### config.mk
export PLATFORM = sky130hd
export DESIGN_NAME = fp_add_arbiter
export DESIGN_NICKNAME = d
export VERILOG_FILES = /design/src/rtl/fp_add_arbiter.sv
export SDC_FILE = /design/constraint.sdc
export NUM_CORES = 1
export LEC_CHECK = 0
export BUFFER_PORTS_ARGS = -buffer_cell sky130_fd_sc_hd__buf_2
export CAP_MARGIN = 25
export CORE_MARGIN = 2
export CORE_UTILIZATION = 47
export CTS_BUF_LIST = sky130_fd_sc_hd__clkbuf_16
export CTS_CLUSTER_DIAMETER = 60
export CTS_CLUSTER_SIZE = 24
export DETAILED_ROUTE_END_ITERATION = 8
export HOLD_SLACK_MARGIN = 0.06
export PLACE_DENSITY = 0.79
export SYNTH_ARGS = -nofsm -noshare
export SYNTH_HDL_FRONTEND = slang
export SYNTH_SLANG_ARGS = --single-unit
### constraint.sdc
create_clock -name clk -period 2.5 [get_ports clk]
set_clock_uncertainty 0.2 [all_clocks]
set_input_delay 0.5 -clock clk [delete_from_list [all_inputs] [get_ports clk]]
set_output_delay 0.5 -clock clk [all_outputs]
set_load 0.005 [all_outputs]
### src/rtl/fp_add_arbiter.sv
`default_nettype none
// ============================================================================
// Module   : fp_add_arbiter
// Purpose  : Two-requester round-robin front end for one shared pipelined
//            IEEE-754 single-precision adder. One pair is in flight at a time.
//            The result is held for the owning requester until it is taken.
// Ports    : clk, reset (async, active low)
//            req0/req1 : valid/ready handshake with operands a, b (32b)
//            resp0/resp1 : valid/ready handshake with data (32b) and ovf
//            add_in1/add_in2/add_enable : registered drive to the adder
//            add_out/add_overflow : adder results
// Options  : FP_ARB_ZERO_BYPASS_EN - pairs with a +/-0 operand bypass the
//            adder and produce their result after one capture cycle.
// Revision : 1.0 - initial release
// ============================================================================
module fp_add_arbiter #(
  parameter int LATENCY = 2
) (
  input  logic        clk,
  input  logic        reset,
  input  logic        req0_valid,
  output logic        req0_ready,
  input  logic [31:0] req0_a,
  input  logic [31:0] req0_b,
  input  logic        req1_valid,
  output logic        req1_ready,
  input  logic [31:0] req1_a,
  input  logic [31:0] req1_b,
  output logic        resp0_valid,
  output logic [31:0] resp0_data,
  output logic        resp0_ovf,
  input  logic        resp0_ready,
  output logic        resp1_valid,
  output logic [31:0] resp1_data,
  output logic        resp1_ovf,
  input  logic        resp1_ready,
  output logic [31:0] add_in1,
  output logic [31:0] add_in2,
  output logic        add_enable,
  input  logic [31:0] add_out,
  input  logic        add_overflow
);

  localparam logic [1:0] c_st_idle  = 2'd0;
  localparam logic [1:0] c_st_run   = 2'd1;
  localparam logic [1:0] c_st_resp  = 2'd2;
  localparam logic [3:0] c_cnt_last = 4'(LATENCY - 1);

  logic [1:0]  r_state;
  logic [1:0]  w_next_state;
  logic [3:0]  r_cnt;
  logic        r_owner;
  logic        r_last_grant;
  logic        r_bypass;
  logic [31:0] r_add_in1;
  logic [31:0] r_add_in2;
  logic        r_add_enable;
  logic [31:0] r_resp0_data;
  logic [31:0] r_resp1_data;
  logic        r_resp0_ovf;
  logic        r_resp1_ovf;

  logic        w_any_valid;
  logic        w_grant;
  logic        w_accept;
  logic        w_done;
  logic        w_resp_take;
  logic [31:0] w_sel_a;
  logic [31:0] w_sel_b;
  logic        w_bypass_hit;
  logic [31:0] w_cap_data;
  logic        w_cap_ovf;

  // Round robin: under contention the requester not served last wins;
  // a lone requester always wins.
  assign w_any_valid = req0_valid | req1_valid;
  assign w_grant     = (req0_valid & req1_valid) ? ~r_last_grant : req1_valid;
  assign w_accept    = (r_state == c_st_idle) & w_any_valid;
  assign w_sel_a     = w_grant ? req1_a : req0_a;
  assign w_sel_b     = w_grant ? req1_b : req0_b;
  assign w_done      = (r_state == c_st_run) & (r_bypass | (r_cnt == c_cnt_last));
  assign w_resp_take = (r_state == c_st_resp) & (r_owner ? resp1_ready : resp0_ready);

`ifdef FP_ARB_ZERO_BYPASS_EN
  logic        w_in1_zero;
  logic        w_in2_zero;
  logic [31:0] w_byp_data;

  // Decided on the incoming pair so the adder is never enabled for it.
  assign w_bypass_hit = (w_sel_a[30:0] == 31'd0) | (w_sel_b[30:0] == 31'd0);
  assign w_in1_zero   = (r_add_in1[30:0] == 31'd0);
  assign w_in2_zero   = (r_add_in2[30:0] == 31'd0);

  // Zero plus zero is -0 only when both are -0 (round-to-nearest rule).
  always_comb begin
    if (w_in1_zero && w_in2_zero) begin
      w_byp_data = {r_add_in1[31] & r_add_in2[31], 31'd0};
    end else if (w_in1_zero) begin
      w_byp_data = r_add_in2;
    end else begin
      w_byp_data = r_add_in1;
    end
  end

  assign w_cap_data = r_bypass ? w_byp_data : add_out;
  assign w_cap_ovf  = r_bypass ? (w_byp_data[30:23] == 8'hFF) : add_overflow;
`else
  assign w_bypass_hit = 1'b0;
  assign w_cap_data   = add_out;
  assign w_cap_ovf    = add_overflow;
`endif

  // State register
  always_ff @(posedge clk or negedge reset) begin
    if (!reset) begin
      r_state <= c_st_idle;
    end else begin
      r_state <= w_next_state;
    end
  end

  // Next-state logic
  always_comb begin
    w_next_state = r_state;
    case (r_state)
      c_st_idle: if (w_accept)    w_next_state = c_st_run;
      c_st_run:  if (w_done)      w_next_state = c_st_resp;
      c_st_resp: if (w_resp_take) w_next_state = c_st_idle;
      default:                    w_next_state = c_st_idle;
    endcase
  end

  // Outputs. Ready is gated by reset so it reads 0 while reset is held
  // even though the state register already sits in IDLE.
  always_comb begin
    req0_ready  = reset & w_accept & ~w_grant;
    req1_ready  = reset & w_accept &  w_grant;
    resp0_valid = (r_state == c_st_resp) & ~r_owner;
    resp1_valid = (r_state == c_st_resp) &  r_owner;
  end

  assign add_in1    = r_add_in1;
  assign add_in2    = r_add_in2;
  assign add_enable = r_add_enable;
  assign resp0_data = r_resp0_data;
  assign resp0_ovf  = r_resp0_ovf;
  assign resp1_data = r_resp1_data;
  assign resp1_ovf  = r_resp1_ovf;

  // Datapath and bookkeeping registers
  always_ff @(posedge clk or negedge reset) begin
    if (!reset) begin
      r_cnt        <= 4'd0;
      r_owner      <= 1'b0;
      r_last_grant <= 1'b1;
      r_bypass     <= 1'b0;
      r_add_in1    <= 32'd0;
      r_add_in2    <= 32'd0;
      r_add_enable <= 1'b0;
      r_resp0_data <= 32'd0;
      r_resp1_data <= 32'd0;
      r_resp0_ovf  <= 1'b0;
      r_resp1_ovf  <= 1'b0;
    end else begin
      case (r_state)
        c_st_idle: begin
          if (w_accept) begin
            r_add_in1    <= w_sel_a;
            r_add_in2    <= w_sel_b;
            r_owner      <= w_grant;
            r_cnt        <= 4'd0;
            r_bypass     <= w_bypass_hit;
            r_add_enable <= ~w_bypass_hit;
          end
        end
        c_st_run: begin
          if (w_done) begin
            r_add_enable <= 1'b0;
            if (r_owner) begin
              r_resp1_data <= w_cap_data;
              r_resp1_ovf  <= w_cap_ovf;
            end else begin
              r_resp0_data <= w_cap_data;
              r_resp0_ovf  <= w_cap_ovf;
            end
          end else begin
            r_cnt <= r_cnt + 4'd1;
          end
        end
        c_st_resp: begin
          if (w_resp_take) begin
            r_last_grant <= r_owner;
          end
        end
        default: begin
          r_add_enable <= 1'b0;
        end
      endcase
    end
  end

endmodule
`default_nettype wire

==> results of run 1 <==
[through the flow]
step | area, um2 | utilization | power, mW
finish | 8586 | 0.6509 | 10.58
global route | 8586 | 0.6509 | 11.21
CTS | 8586 | 0.6509 | 10.70
detailed placement | 8015 | 0.6077 | 8.292
global placement | 8015 | 0.6077 | 8.072
floorplan | 6322 | - | 6.502
[worst max-delay path by stage]
stage                  from  slack [ps]  cells after the start    endpoint
6_report       r_last_grant         100                      3  req0_ready
5_1_grt        r_last_grant          20                      3  req0_ready
4_1_cts        r_last_grant          70                      3  req0_ready
3_5_place_dp     req1_valid         280                      5  add_in1[3]
3_3_place_gp     req1_valid         350                      5  add_in1[2]
2_1_floorplan    r_state[0]         480                      6  req0_ready
[final cells by class]
cell class	count	area, um2
clock buffers	17	425.4
clock inverters	14	135.1
fillers	993	4604
inverters	3	11.26
multi-input cells	231	2649
flip-flops and latches	139	3480
well taps	176	220.2
repair buffers	316	1665
[layer usage]
metal  vias up  track usage  share of wire
li1       2053            -              -
met1      2248       0.2571           0.40
met2       179       0.3825           0.53
met3        30      0.05751          0.055
met4         0      0.08309          0.020
met5         -            0              0
[power groups by stage]
stage	Combinational [mW]	Clock (mW)	Sequential [mW]
after global routing	4.50	2.53	4.19
after detailed placement	4.22	0	4.07
after global placement	4.09	0	3.98
after CTS	4.24	2.41	4.05
after floorplan	2.40	0	4.10
final	4.18	2.36	4.04
[timing repair]
item	4_1_cts	5_1_grt
endpoints found under the hold margin	68	0
hold buffers	1	0
buffers inserted	0	0
[state kept, by name, indices dropped and copies added (netlist names)]
register and cells:
resp0_data 32, r_owner 1, resp1_data 32, resp1_ovf 1, r_state 2, add_in1 32, resp0_ovf 1, r_last_grant 1
r_cnt 4, add_enable 1, add_in2 32
[cells in the final DEF, fill, tap and decap left out, drive strengths merged, types with 3 or more instances in the layout]
| cell type | netlist | final |
|---|---|---|
| clkinv | 0 | 5 |
| inv | 3 | 8 |
| buf | 22 | 315 |
| clkbuf | 0 | 17 |
| and3 | 3 | 3 |
| mux2 | 194 | 194 |
| o21ai | 3 | 3 |
| dfrtp | 138 | 138 |
[cells by family after synthesis]
family	count (synthesis)	synth area share
compound gates	14	0.01643
fa+ha+maj	2	0.003957
buf+inv	25	0.03166
flops	139	0.5504
mux	196	0.3766
simple gates	19	0.02098
[worst max-delay path: stages, from the launching register on]
cell	delay (ps)
dfstp_2	560
a21bo_4	330
and3_1	250
buf_2	130
==> out/summary.txt, run 1 <==
ANT cells: 0
R2R setup slack: 420 ps
DIE AREA: 14400 um2
Final Non-Filler Cells: 896
Post-Syn Instances: 395
Largest cells by area after synthesis: dfrtp_1 (55%), mux2_2 (24%), mux2_4 (11%), buf_6 (2.0%), mux2_1 (1.8%)
PwrDens: 1232 nW/um2
Placer Congestion: 0.8271
Ys async rst share: 1.000
Clock power share: 0.224
DP HPWL: 11670 um
Clock insertion delay at the later pin of the skew report: 410 ps
Sequential power share: 0.382
Via density: 5.033
Crit share post-route: 0.9581
Number of synthesized register bits: 139
Worst Hold End: resp1_data[25]
Count leader, synth: dfrtp_1
Cell taking the most area after synthesis: dfrtp_1
Headroom to the max-slew limit: 0.4976
Psw: 3.221 mW
Hold-critical path depth: 2
CTS clock-pin slew for the worst setup and hold paths: 60 ps
Worst Hold Class: in -> reg
Slew Limit Fails: 0
Switching Share: 0.3044
Worst r2r dst: add_in1[3]
Buffers on Ports: 301
Setup total negative slack: 0 ps
Status: completed
Hold_sp: add_out[25]
Int Power: 7.360 mW
TritonCTS buffer count: 17
WL/cell: 17.39 um
Routed Antenna Nets: 0
H-tree depth: 4
Reg2reg path depth: 4
Antenna violations before repair: 0
Drt total wl: 15580 um
Final Hold Viols: 0
Maxcap violations: 0
DRC viols: 0
Maximum clock frequency: 417.5 MHz
R2r startpoint: r_last_grant
Combinational Power Share: 0.395
Starting density of the core: 0.4793
Die W: 120.0 um
Pleak: 4.342 nW
Crit. End Element: output port
Yosys Warn Count: 0
First-pass GRT wire length: 24560 um
Sequential fraction of the synthesis area: 0.5504
Worst Setup Path Type: reg -> out
Synth cell count leaders: dfrtp_1 (138), mux2_2 (137), mux2_4 (47)
Maximum buffer depth of the clock tree: 2
Total number of vias: 4510
Area Overhead vs Synth: 35.80%
RSZ-0062 raised after global routing: no
Netlist Area Pre-Place: 6322 um2
Max Fanout on Critical Path: 17
Arr. time, crit path: 1700 ps
Worst path required time: 1800 ps
Netlist cell types: 33
DP Worst Slack: 275.6 ps
Fraction of layout cells with a size suffix above 1: 0.7375
Post-Syn Area per Cell: 16.01 um2
CTS tree: yes
Detailed Routing Iterations Pass 1: 4
Core Area: 13190 um2
Top-Level Pins: 302
Worst-Margin Slew: 753.6 ps
Number of synthesized flops with an enable pin: 0
Root buf cell: clkbuf_16
Detailed Route Iter0 Violations: 213
Post-CTS Resized: 0
GRT overflow: 0
Minimum clock period: 2395 ps
Type of origin of the critical path: register
Total GRT Usage: 0.2187
Post-synth top area share: 0.5462
Dpl cells: 864
Row Count: 42
Syn_nets: 564
Post-route setup slack: 104.6 ps
Clock sinks: 139
Vias in the first global route: 4960
Largest net degree at the start of global routing: 67
Hold WS: 116.8 ps
Peak VDD IR: 0.6058 mV
Fin nets: 877
Most used DFF post-synth: dfrtp_1
# setup viols final: 0
Die height: 120.0 um
Power figures use the tool's default switching activity.
==> run 2: changes to the inputs <==
Settings changed: PLACE_DENSITY 0.79 to default, PLACE_DENSITY_LB_ADDON from default to 0.3, RECOVER_POWER from default to 50.
==> run 2 against run 1 <==
  * Clock power up 8.5%
  * Maximum frequency up 0.82%
  * First-iteration DRC count up 17%
  * Design area down 0.50%
  * Worst hold slack better by 6.1 ps
  * Count of clock-buffer cells in the layout unchanged
  * Critical path depth up 1
  * Core utilization down 0.32 points
  * Critical endpoint unchanged
  * Cell count up 0.33%
  * Via count down 0.44%
  * Sequential power about the same
==> out/summary.txt, run 2 (same netlist as run 1, synthesis figures left out) <==
Status: completed (unchanged)
Clock sinks: 139 (unchanged)
Hold_sp: add_out[30] (was add_out[25])
Type of origin of the critical path: register (unchanged)
Top-Level Pins: 302 (unchanged)
Antenna violations before repair: 0 (unchanged)
DRC viols: 0 (unchanged)
Maxcap violations: 0 (unchanged)
Detailed Routing Iterations Pass 1: 5 (was 4)
Maximum clock frequency: 420.9 MHz (was 417.5 MHz)
Largest net degree at the start of global routing: 67 (unchanged)
CTS clock-pin slew for the worst setup and hold paths: 50 ps (was 60 ps)
H-tree depth: 4 (unchanged)
Max Fanout on Critical Path: 6 (was 17)
Routed Antenna Nets: 0 (unchanged)
CP max stage delay: 400 ps (was 560 ps)
Detailed Route Iter0 Violations: 250 (was 213)
Placer Congestion: 0.8081 (was 0.8271)
Placed inst area: 8020 um2 (was 8015 um2)
Total number of vias: 4490 (was 4510)
GRT overflow: 0 (unchanged)
Core Area: 13190 um2 (unchanged)
Area Overhead vs Synth: 35.13% (was 35.80%)
Commonest non-fill, non-tap cells in the layout: buf_2 (225), dfrtp_1 (138), mux2_2 (137), clkbuf_1 (77), mux2_4 (47) (was buf_2 (300), dfrtp_1 (138), mux2_2 (137), mux2_4 (47), clkbuf_16 (17))
Final instance area: 8543 um2 (was 8586 um2)
DIE AREA: 14400 um2 (unchanged)
Met2 usage in global routing: 0.3746 (was 0.3825)
Met1 usage: 0.2696 (was 0.2571)
CTS tree: yes (unchanged)
Starting density of the core: 0.4793 (unchanged)
Crit share post-route: 0.9504 (was 0.9581)
Pleak: 4.140 nW (was 4.342 nW)
PwrDens: 1247 nW/um2 (was 1232 nW/um2)
R2R setup slack: 350 ps (was 420 ps)
Crit. End Element: output port (unchanged)
Worst path required time: 1800 ps (about the same)
Worst Setup Path Type: reg -> out (unchanged)
Post-CTS Resized: 0 (unchanged)
Buffers on Ports: 301 (unchanged)
Critical Path Start: r_state[0] (was r_last_grant)
Crit path buffers/inverters: 1 (unchanged)
Die W: 120.0 um (unchanged)
Commonest non-fill, non-tap cell in the layout: buf_2 (unchanged)
Fraction of layout cells with a size suffix above 1: 0.6321 (was 0.7375)
TritonCTS buffer count: 17 (unchanged)
Row Count: 42 (unchanged)
Vias in the first global route: 4844 (was 4960)
Clock insertion delay at the later pin of the skew report: 410 ps (about the same)
Minimum clock period: 2376 ps (was 2395 ps)
Die height: 120.0 um (unchanged)
Slowest CP cell: dfrtp_1 (was dfstp_2)
R2r startpoint: r_last_grant (unchanged)
WL/cell: 17.66 um (was 17.39 um)
First-pass GRT wire length: 24440 um (was 24560 um)
Drt total wl: 15880 um (was 15580 um)
Fin nets: 879 (was 877)
Worst path cell trace: or2_1 > nor2_4 > and3_1 > buf_2 (was a21bo_4 > and3_1 > buf_2)
DP HPWL: 11500 um (was 11670 um)
Headroom to the max-slew limit: 0.1111 (was 0.4976)
Peak VDD IR: 0.6086 mV (was 0.6058 mV)
Worst Hold Class: in -> reg (unchanged)
Met3 Use GR: 0.05561 (was 0.05751)
# setup viols final: 0 (unchanged)
Root buf cell: clkbuf_16 (unchanged)
GR peak layer: met2 (unchanged)
Slew Limit Fails: 0 (unchanged)
CP top delay family: simple AND/OR/NAND/NOR gates (was flip-flops)
Total GRT Usage: 0.2198 (was 0.2187)
Maximum buffer depth of the clock tree: 2 (unchanged)
Setup total negative slack: 0 ps (unchanged)
RSZ-0062 raised after global routing: no (unchanged)
Arr. time, crit path: 1680 ps (was 1700 ps)
Final Hold Viols: 0 (unchanged)
ANT cells: 0 (unchanged)
Via density: 4.994 (was 5.033)
Worst-Margin Slew: 1333 ps (was 753.6 ps)
## run 2: cell count changes in the layout (fill, tap and decap cells not counted), moves of 2 or more
cell / before / now
inv_1: 7 / 3
clkinv_1: 0 / 3
buf_2: 300 / 225
bufinv_16: 2 / 4
clkbuf_1: 0 / 77
buf_4: 11 / 9
clkinv_4: 3 / 1
clkinv_2: 2 / 5
## run 2: power by group
| part | internal [mW] | switching [mW] |
|---|---|---|
| logic | 2.33 | 1.72 |
| registers | 3.42 | 0.630 |
| clock network | 1.65 | 0.911 |
## run 2: worst paths after layout
kind	end	cells after the start
worst max-delay path	req0_ready	4
worst min-delay path	resp1_data[30]	2
worst max register to register	add_in1[6]	6
worst min register to register	resp1_data[30]	1
max in group asynchronous	add_in2[21]	4
min in group asynchronous	resp0_data[11]	3
## run 2: through the flow
step | hold WS, ps | power (mW) | worst slack [ps] | cells | util
2_1_floorplan | 4.409 | 6.502 | 481.7 | 395 | -
3_3_place_gp | 261.8 | 8.117 | 366.2 | 863 | 0.6080
3_5_place_dp | 271.0 | 8.300 | 329.4 | 863 | 0.6080
4_1_cts | 112.7 | 10.94 | 96.41 | 899 | 0.6564
5_1_grt | 119.8 | 11.25 | 42.67 | 899 | 0.6477
6_report | 122.9 | 10.66 | 124.1 | 899 | 0.6477
## run 2: area by class of cell
cell class                      count  area [um2]
Timing Repair Buffer              318        1589
Sequential cell                   139        3480
Multi-Input combinational cell    231        2638
Clock inverter                     15       180.2
Tap cell                          176       220.2
Clock buffer                       17       425.4
Fill cell                        1038        4647
Inverter                            3       11.26
## run 2: metal layers
metal  part of all wire  wire length, um
met3              0.056              882
met1               0.41             6585
met5                  0                0
met2               0.51             8146
met4              0.017              263
## run 2: repair_timing
item                                    CTS  global route
hold buffers                              1             0
hold endpoints to repair                 28             0
setup buffers                             3             0
endpoints found under the setup margin    1             0
==> run 3: changes to the inputs <==
Settings changed: BUFFER_PORTS_ARGS -buffer_cell sky130_fd_sc_hd__buf_2 to default, CORE_AREA from default to 2 2 116 118, CORE_MARGIN 2 to default, CORE_UTILIZATION 47 to default, DIE_AREA from default to 0 0 118 120, DONT_BUFFER_PORTS from default to 1, GPL_TIMING_DRIVEN from default to 0, SETUP_SLACK_MARGIN from default to 0.4.
==> run 3 against run 2 <==
  * The flow now finishes with violations (hold timing)
  * Critical endpoint unchanged
  * Sequential share of layout area grew 3.9 points
  * Design area fell by 8.7%
  * Combinational power down 23%
  * Largest cell class unchanged
  * Total power shrank 6.3%
==> out/summary.txt, run 3 (same netlist as run 1, synthesis figures left out) <==
Slowest CP cell: dfrtp_1 (unchanged)
WL/cell: 21.45 um (was 17.66 um)
Worst path cell trace: or2_1 > buf_6 > nor2_4 > buf_8 > buf_8 > and3_4 (was or2_1 > nor2_4 > and3_1 > buf_2)
Arr. time, crit path: 1640 ps (was 1680 ps)
Buffers on Ports: 0 (was 301)
Drt total wl: 14090 um (was 15880 um)
Largest net degree at the start of global routing: 142 (was 67)
Maxcap violations: 0 (unchanged)
Hold_buf cts: 34 (was 1)
# setup viols final: 0 (unchanged)
Max Fanout on Critical Path: 2 (was 6)
Slew Limit Fails: 0 (unchanged)
Root buf cell: clkbuf_16 (unchanged)
DIE AREA: 14160 um2 (was 14400 um2)
Switching Share: 0.3018 (was 0.3064)
CTS tree: yes (unchanged)
Row Count: 42 (unchanged)
Combinational Power Share: 0.310 (was 0.380)
H-tree depth: 4 (unchanged)
Via density: 5.504 (was 4.994)
Worst-Margin Slew: 403.7 ps (was 1333 ps)
Clock sinks: 139 (unchanged)
Met2 usage in global routing: 0.3307 (was 0.3746)
Worst Setup Path Type: reg -> out (unchanged)
R2r startpoint: r_cnt[1] (was r_last_grant)
Commonest non-fill, non-tap cell in the layout: dfrtp_1 (was buf_2)
Area Overhead vs Synth: 23.41% (was 35.13%)
CP max stage delay: 380 ps (was 400 ps)
Pleak: 3.472 nW (was 4.140 nW)
Peak VDD IR: 0.5150 mV (was 0.6086 mV)
First-pass GRT wire length: 21610 um (was 24440 um)
Int Power: 6.975 mW (was 7.392 mW)
Crit share post-route: 0.9376 (was 0.9504)
Commonest non-fill, non-tap cells in the layout: dfrtp_1 (138), mux2_2 (137), mux2_4 (47), dlygate4sd3_1 (34), clkbuf_16 (20) (was buf_2 (225), dfrtp_1 (138), mux2_2 (137), clkbuf_1 (77), mux2_4 (47))
ANT cells: 0 (unchanged)
Placer Congestion: 0.7723 (was 0.8081)
Hold WS: -425.6 ps (was 122.9 ps)
GRT overflow: 0 (unchanged)
CTS clock-pin slew for the worst setup and hold paths: 60 ps (was 50 ps)
Met3 Use GR: 0.07700 (was 0.05561)
RSZ-0062 raised after global routing: yes (was no)
Dpl cells: 571 (was 863)
Top-Level Pins: 302 (unchanged)
Critical Path Start: r_state[1] (was r_state[0])
Clock power share: 0.248 (was 0.240)
GR peak layer: met2 (unchanged)
Clock insertion delay at the later pin of the skew report: 420 ps (was 410 ps)
Top cell by count, worst path: buf_8
Fraction of layout cells with a size suffix above 1: 0.5364 (was 0.6321)
Sequential power share: 0.442 (was 0.380)
Minimum clock period: 2344 ps (was 2376 ps)
Met1 usage: 0.2336 (was 0.2696)
PwrDens: 1280 nW/um2 (was 1247 nW/um2)
Antenna violations before repair: 0 (unchanged)
Headroom to the max-slew limit: 0.7303 (was 0.1111)
Detailed Route Iter0 Violations: 175 (was 250)
Detailed Routing Iterations Pass 1: 4 (was 5)
Total GRT Usage: 0.1998 (was 0.2198)
Status: finished with violations (was completed)
Setup crit end: req0_ready (unchanged)
Worst Hold Class: in -> async (was in -> reg)
Failing checks: hold timing
Worst r2r dst: resp1_data[28] (was add_in1[6])
Die W: 118 um (was 120.0 um)
Design Power: 9.991 mW (was 10.66 mW)
Setup total negative slack: 0 ps (unchanged)
Maximum clock frequency: 426.6 MHz (was 420.9 MHz)
DP HPWL: 9652 um (was 11500 um)
R2R setup slack: 320 ps (was 350 ps)
TritonCTS buffer count: 17 (unchanged)
Vias in the first global route: 3830 (was 4844)
Maximum buffer depth of the clock tree: 2 (unchanged)
Type of origin of the critical path: register (unchanged)
Starting density of the core: 0.4871 (was 0.4793)
Final Hold Viols: 139 (was 0)
Total number of vias: 3616 (was 4490)
Psw: 3.016 mW (was 3.265 mW)
Final Non-Filler Cells: 657 (was 899)
Die height: 120 um (was 120.0 um)
Crit. End Element: output port (unchanged)
Worst path required time: 1800 ps (about the same)
DRC viols: 0 (unchanged)
Routed Antenna Nets: 0 (unchanged)
Reg2reg path depth: 7 (was 6)
Core Area: 12980 um2 (was 13190 um2)
Fin nets: 637 (was 879)
-- run 3: how the worst min path moves through the flow --
stage	end	depth (start not counted)	slack [ps]	startpoint
detailed placement	add_in1[31]	0	7	reset
global placement	add_in1[31]	0	7	reset
floorplan	add_enable	0	4	reset
CTS	add_in1[31]	0	-440	reset
finish	add_in1[31]	0	-430	reset
global route	add_in1[31]	0	-450	reset
-- run 3: stage by stage --
step / util / cell area [um2] / setup slack (ps)
after global routing: 0.6011 / 7802 / 111.4
after floorplan: - / 6322 / 481.7
final: 0.6011 / 7802 / 156.0
after CTS: 0.5843 / 7585 / 148.1
after detailed placement: 0.5040 / 6543 / 299.4
after global placement: 0.5040 / 6543 / 296.5
-- run 3: layout make-up --
type,instances,area [um2]
fillers,1036,5177
clock buffers,17,425.4
well taps,176,220.2
plain buffers,22,265.3
inverters,3,11.26
multi-input cells,231,2676
repair buffers,54,564.3
clock inverters,15,160.2
flip-flops and latches,139,3480
-- run 3: critical path, delay by kind of cell, from the launching register on --
kind,cells,cell delay (ps)
flops,1,380
buf+inv,3,330
simple gates,3,530
-- run 3: power by group through the flow --
stage               sequential, mW  combinational, mW  clock (mW)
global route                  4.54               3.34        2.63
global placement              4.43               2.64           0
floorplan                     4.10               2.40           0
CTS                           4.44               2.98        2.53
finish                        4.42               3.10        2.48
detailed placement            4.46               2.75           0
-- run 3: routing by layer --
metal | vias up | wire, um
met5 | - | 0
met4 | 0 | 229
met3 | 20 | 1156
met2 | 162 | 7292
met1 | 1858 | 5412
li1 | 1576 | -
-- run 3: what timing repair did --
action | in CTS | in global routing
pin swaps | 4 | 2
hold endpoints to repair | 206 | 139
resized for setup | 11 | 21
cloned | 0 | 3
setup buffers | 9 | 8
endpoints found under the setup margin | 32 | 84
